--- src/rtl/sync_fifo_bypass.sv ---
// Show-ahead synchronous FIFO with zero-latency bypass when empty and
// write-through-on-read when full; reports occupancy and sticky error flags.
module sync_fifo_bypass #(
  parameter int DATA_W   = 32,
  parameter int DEPTH    = 8,
  parameter int AF_LEVEL = 6
) (
  input  logic                       clk,
  input  logic                       rst,
  input  logic                       write_en,
  input  logic [DATA_W-1:0]          write_data,
  input  logic                       read_en,
  output logic [DATA_W-1:0]          read_data,
  output logic                       full,
  output logic                       empty,
  output logic                       almost_full,
  output logic [$clog2(DEPTH):0]     count,
  output logic                       overflow,
  output logic                       underflow
);

  localparam int PW = $clog2(DEPTH);
  localparam int CW = PW + 1;

  logic [DATA_W-1:0] mem_q [DEPTH];
  logic [PW-1:0]     wr_ptr_q, wr_ptr_d;
  logic [PW-1:0]     rd_ptr_q, rd_ptr_d;
  logic [CW-1:0]     count_q, count_d;
  logic              overflow_q, overflow_d;
  logic              underflow_q, underflow_d;

  logic wr_acc, rd_acc, bypass, mem_we;

  assign full        = (count_q == CW'(DEPTH));
  assign empty       = (count_q == '0);
  assign almost_full = (count_q >= CW'(AF_LEVEL));
  assign count       = count_q;
  assign overflow    = overflow_q;
  assign underflow   = underflow_q;

  assign wr_acc = write_en && (!full || read_en);
  assign rd_acc = read_en && (!empty || write_en);
  // Simultaneous read and write on an empty FIFO passes straight through.
  assign bypass = empty && write_en && read_en;
  assign mem_we = wr_acc && !bypass;

  always_comb begin
    wr_ptr_d    = wr_ptr_q;
    rd_ptr_d    = rd_ptr_q;
    count_d     = count_q;
    overflow_d  = overflow_q;
    underflow_d = underflow_q;
    if (!bypass) begin
      if (wr_acc) wr_ptr_d = wr_ptr_q + PW'(1);
      if (rd_acc) rd_ptr_d = rd_ptr_q + PW'(1);
      count_d = count_q + CW'(wr_acc) - CW'(rd_acc);
    end
    if (write_en && full && !read_en)  overflow_d  = 1'b1;
    if (read_en && empty && !write_en) underflow_d = 1'b1;
  end

  always_comb begin
    read_data = '0;
    if (bypass)      read_data = write_data;
    else if (!empty) read_data = mem_q[rd_ptr_q];
  end

  always_ff @(posedge clk) begin
    if (rst) begin
      wr_ptr_q    <= '0;
      rd_ptr_q    <= '0;
      count_q     <= '0;
      overflow_q  <= 1'b0;
      underflow_q <= 1'b0;
    end else begin
      wr_ptr_q    <= wr_ptr_d;
      rd_ptr_q    <= rd_ptr_d;
      count_q     <= count_d;
      overflow_q  <= overflow_d;
      underflow_q <= underflow_d;
    end
  end

  // Storage is deliberately left unreset.
  always_ff @(posedge clk) begin
    if (!rst && mem_we) mem_q[wr_ptr_q] <= write_data;
  end

endmodule

--- config.mk ---
export PLATFORM = sky130hd
export DESIGN_NAME = sync_fifo_bypass
export DESIGN_NICKNAME = d
export VERILOG_FILES = /design/src/rtl/sync_fifo_bypass.sv
export SDC_FILE = /design/constraint.sdc
export NUM_CORES = 1
export LEC_CHECK = 0
export BUFFER_PORTS_ARGS = -buffer_cell sky130_fd_sc_hd__buf_2
export CAP_MARGIN = 0
export CORE_ASPECT_RATIO = 1.5
export CORE_MARGIN = 10
export CORE_UTILIZATION = 45
export DETAILED_ROUTE_END_ITERATION = 7
export RECOVER_POWER = 25
export SLEW_MARGIN = 20
export SYNTH_ARGS = -nofsm -noshare
export SYNTH_HDL_FRONTEND = slang
export SYNTH_SLANG_ARGS = --single-unit
--- constraint.sdc ---
create_clock -name clk -period 9.5 [get_ports clk]
set_input_delay 0.475 -clock clk [delete_from_list [all_inputs] [get_ports clk]]
set_output_delay 0.475 -clock clk [all_outputs]
set_load 0.005 [all_outputs]
* Word-level counts from Yosys, hierarchy flattened
Memory sizes are Yosys's and may differ from the RTL's. A register that Yosys moved wholly into a read port is not among the register bits. Index checks and enable logic that the tools add are counted.
Storage, ports and cells: bits of input ports 36, word-level logic and storage cells 40, memory bits (writable) 256, memories 1, register bits 12, output and inout port bits 41
Memory list:
- mem_q | words 8, bits a word 32, rd ports 1, clocked after Yosys merged registers in 1, wr ports 1, RTL line 25 | logic [DATA_W-1:0] mem_q [DEPTH];
Cells by class: reductions and logical operators 21, multiplexer cells 6, equal/unequal tests 1, $lt $le $gt $ge 1, $add $sub $neg 4, bitwise gates (word level) 1
Operators by type and width (number):
- 32-bit 2-to-1 mux | 2
- 1-bit logical AND | 10
- 3-bit by 1-bit adder with 3-bit output, second input constant | 2
- 1-bit logical NOT | 6
- 3-bit 2-to-1 mux | 2
- 4-bit by 1-bit adder with 4-bit output | 1
- 4-bit == test, second input constant | 1
- 4-bit by 3-bit greater-or-equal comparator with 1-bit output, second input constant | 1
- 4-bit logical NOT | 1
- 2-bit AND reduction | 2
- 4-bit by 1-bit subtractor with 4-bit output | 1
- 1-bit logical OR | 2
- 1-bit 2-to-1 mux | 2
- 1-bit NOT | 1

* Logic depth before layout (Yosys ltp)
word-level depth 8, depth in mapped cells 14, depth with buffers taken out 13

* Worst setup path before layout
No wires, ideal clock.
kind register -> register, start reg count_q[2], in the netlist count[2], end mem mem_q[7][0], enable pin, arrival 2.750 ns, required time 9.079 ns, path slack 6.329 ns, stages on the path, launching flop included 7, setup time 0.421 ns, cell sequence dfxtp_1 > inv_1 > ha_1 > mux2i_4 > o31ai_4 > or3b_4 > nor2_1
On the way: longest elaborated chain between the ends 8
Ends and longest elaborated chain:
- from (decl) | RTL line 28 | logic [CW-1:0] count_q, count_d;
- from (signal assigned) | RTL line 78 | count_q <= count_d;
- 4-bit == test / 4-bit logical NOT (equally long branches) | RTL line 34, 35
- 1-bit logical NOT / 1-bit logical AND (equally long branches) | RTL line 41, 44
- 1-bit logical OR / 1-bit logical AND (equally long branches) | RTL line 41, 44
- 1-bit logical AND / 1-bit logical NOT (equally long branches)
- 1-bit logical AND (*) | RTL line 45 | assign mem_we = wr_acc && !bypass;
- 1-bit logical AND (*) | RTL line 86 | if (!rst && mem_we) mem_q[wr_ptr_q] <= write_data;
- 1-bit 2-to-1 mux (*) | RTL line 86
- 1-bit 2-to-1 mux (implied by the code) (*) | RTL line 86
- to (decl) | RTL line 25
Every way passes the cells marked *; elsewhere a longest branch is shown, timed or not.

==> flow_metrics.py <==
metrics = {
    "outcome": {
        "status": "complete, no violations",
    },
    "critical_path": {
        "path_buf_inv": 2,
        "cp_slowest_cell": "dfxtp_4",
        "crit_path_end_kind": "output pin",
        "reg2regPathDepth": 7,
        "rrSetupSlack_ns": 6.66,
        "worstReg2RegStart": "count[2]",
        "cp_top_family": "flip-flops",
        "crit_type": "reg2out",
        "crit_path_start_kind": "flip-flop",
        "arrival_ns": 3.31,
        "critPathMaxStageDelay_ns": 0.98,
        "crit_required_ns": 9.03,
        "path_depth": 5,
        "worstPathMaxFanout": 53,
        "worstPathCellList": "buf_4, mux4_2, o211ai_1, nand2_1, buf_2",
        "timing.rr.end": "mem_q[2][3]",
    },
    "global_route": {
        "overflow": 0,
        "met2_usage_pct": 26.4,
        "globalRouteTotalUtil_pct": 14.4,
        "grt_util_met3_pct": 2.49,
        "grt_max_degree": 54,
        "top_usage_layer": "met2",
        "grt_pass1_wl_mm": 35.2,
        "grt_use_met1_pct": 17.2,
        "grt_antenna_before_repair": 1,
        "first_global_vias": 6072,
    },
    "synth": {
        "syn-num-nets": 657,
        "avgSynthCellArea_sq_um": 17.8,
        "synth.distinct_cells": 37,
        "ys.flop_type": "edfxtp_1",
        "syn_area_sq_mm": 0.0109,
        "synth_seq_cells": 271,
        "netlist_instances": 611,
        "synthArstFlopShare_pct": 0,
        "ys_seq_area_share_pct": 73.5,
        "synth-edff-count": 256,
        "ys.warnings.count": 0,
    },
    "finish": {
        "final_layout_size_suffix_gt1_share_pct": 21.0,
        "synthToLayoutAreaGrowth_pct": 13.5,
        "nets": 736,
    },
    "floorplanning": {
        "io_pins": 77,
        "die_area_sq_mm": 0.0309,
        "core_sq_mm": 0.0237,
        "die_h_um": 210,
        "rows": 69,
        "start_util_pct": 45.7,
        "die_w_um": 147,
    },
    "power_and_ir_drop": {
        "vdd_drop_max_mv": 0.186,
        "seq_power_share_pct": 46.1,
        "combinationalPowerShare_pct": 23.6,
        "swShare_pct": 27.9,
        "p_int_w": 0.00228,
        "clockPowerShare_pct": 30.2,
        "power_switching_w": 0.000883,
        "p_leak_nw": 4.00,
        "powerDensity_mw_per_mm2": 256,
        "p_total_w": 0.00316,
    },
    "placement": {
        "hpwl_mm": 12.6,
        "place_congestion": 0.716,
        "portBuffers": 76,
    },
    "clocking": {
        "ctsHtreeMaxLevel": 1,
        "cts.hold.buffers_added": 0,
        "cts-root-buf": "clkbuf_16",
        "clock_path_buffers": 3,
        "clk-insertion-delay-late_ns": 0.52,
        "clkTransAtPathRegs_ns": 0.07,
        "numCtsBuffers": 25,
        "post_cts_buffers": 0,
        "cts_sinks": 271,
        "post_cts_resized": 0,
        "cts_tree": "built",
    },
    "sta": {
        "period_share_pct": 39.8,
        "fmax_ghz": 0.264,
        "worstMarginPinSlew_ns": 1.00,
        "finClkSkew_ns": 0.0107,
        "finalSetupViolations": 0,
        "hold_ws_ns": 0.258,
        "min_period_ns": 3.78,
        "hold_violations": 0,
        "slew_headroom_pct": 33.0,
        "rsz0062_at_grt": "false",
        "drv_slew": 0,
        "setup_tns_ns": 0,
    },
    "drt": {
        "drt_iter0_drc": 424,
        "vias": 5537,
        "drt_pass1_iterations": 4,
        "drtAntennaViolNets": 0,
        "routed_wl_mm": 22.5,
        "wl_per_cell_um": 21.8,
        "route.detailed.vias_per_inst": 5.38,
        "drc": 0,
    },
    "job": {
        "cap_violations": 0,
    },
    "hold_path": {
        "holdPathEnd": "mem_q[3][16]",
        "hp-class": "in2reg",
        "holdPathStages": 1,
        "min_from": "write_data[16]",
    },
}
==> logic make-up (layout without fill, tap and decap cells) <==
family / count (synthesis) / after routing / share of synthesized area [%]
DFF: 271 / 271 / 73.5
and+or+nand+nor: 105 / 105 / 4.17
muxes: 98 / 98 / 12.8
AOI/OAI and AO/OA: 74 / 74 / 5.18
buffers and inverters: 47 / 145 / 2.56
adders and majority gates: 10 / 10 / 1.22
xor gates and xnor gates: 6 / 6 / 0.484
other: 0 / 2 / 0
==> metrics by stage <==
stage	std cells	utilization [%]	instance area [sq um]	setup WS, ns
global route	1028	51.9	12300	5.45
finish	1030	51.9	12300	5.72
detailed placement	982	48.7	11600	6.15
global placement	982	48.7	11600	6.17
floorplan	611	-	10900	6.33
CTS	1028	52.0	12400	5.61
==> worst max path at each step <==
stage | from | to | slack [ns]
after global placement | flip-flop | read_data[12] | 6.17
after floorplan | count[2] | mem_q[7][0] | 6.33
after global routing | flip-flop | read_data[13] | 5.45
after CTS | flip-flop | read_data[12] | 5.61
after detailed placement | flip-flop | read_data[12] | 6.15
final | flip-flop | read_data[20] | 5.72
==> power by group through the flow <==
stage | Clock, W | Sequential (W) | Combinational, W
after floorplan | 0 | 0.00142 | 0.000592
after global placement | 0 | 0.00148 | 0.000755
after detailed placement | 0 | 0.00149 | 0.000772
after CTS | 0.000980 | 0.00146 | 0.000772
after global routing | 0.00103 | 0.00147 | 0.000834
final | 0.000955 | 0.00146 | 0.000746
==> cell usage in the layout (no fill, tap or decap), types with 2 or more instances in the layout <==
master / Yosys / layout
o211ai_1: 32 / 32
clkinv_2: 0 / 3
mux2i_1: 65 / 65
nor3_4: 0 / 2
clkbuf_1: 11 / 25
nand3_1: 2 / 2
inv_1: 9 / 9
clkbuf_16: 0 / 25
buf_4: 2 / 14
edfxtp_1: 256 / 256
nor2_1: 18 / 12
ha_1: 9 / 9
xnor2_1: 2 / 2
a22oi_1: 32 / 32
bufinv_16: 0 / 2
nand2_1: 71 / 71
nand2b_1: 2 / 2
inv_6: 0 / 3
xor2_1: 4 / 4
nor2_4: 0 / 6
dfxtp_1: 15 / 13
mux4_2: 32 / 32
nor3_1: 2 / 2
a21oi_1: 4 / 4
diode_2: 0 / 2
clkinv_1: 0 / 9
buf_2: 15 / 54
==> cell usage after synthesis (all sizes together) (9+ instances only) <==
master | number | area share [%]
a22oi | 32 | 2.2
buf | 27 | 1.9
clkbuf | 11 | 0.38
dfxtp | 15 | 2.8
edfxtp | 256 | 71
ha | 9 | 1.0
inv | 9 | 0.31
mux2i | 66 | 6.2
mux4 | 32 | 6.6
nand2 | 71 | 2.5
nor2 | 18 | 0.62
o211ai | 32 | 2.2
==> cell type report <==
cell class | count | area [sq um]
Sequential cell | 271 | 7990
Timing Repair Buffer | 90 | 458
Tap cell | 319 | 399
Clock buffer | 28 | 637
Multi-Input combinational cell | 293 | 2660
Fill cell | 1938 | 11400
Antenna cell | 2 | 5.00
Inverter | 9 | 33.8
Clock inverter | 18 | 143
==> per-layer routing <==
metal  wire length (um)  vias up  share of wire [%]
met2              12300      131                 55
met4                261        0                1.2
li1                   -     2572                  -
met3               1120       20                5.0
met5                  0        -                  0
met1               8800     2814                 39
==> state kept, by name, summed over array words and instances, names as in the netlist, named ones only <==
signal / cells
underflow: 1
count: 4
rd_ptr_q: 3
overflow: 1
wr_ptr_q: 3
mem_q: 256
Power figures use the tool's default switching activity.
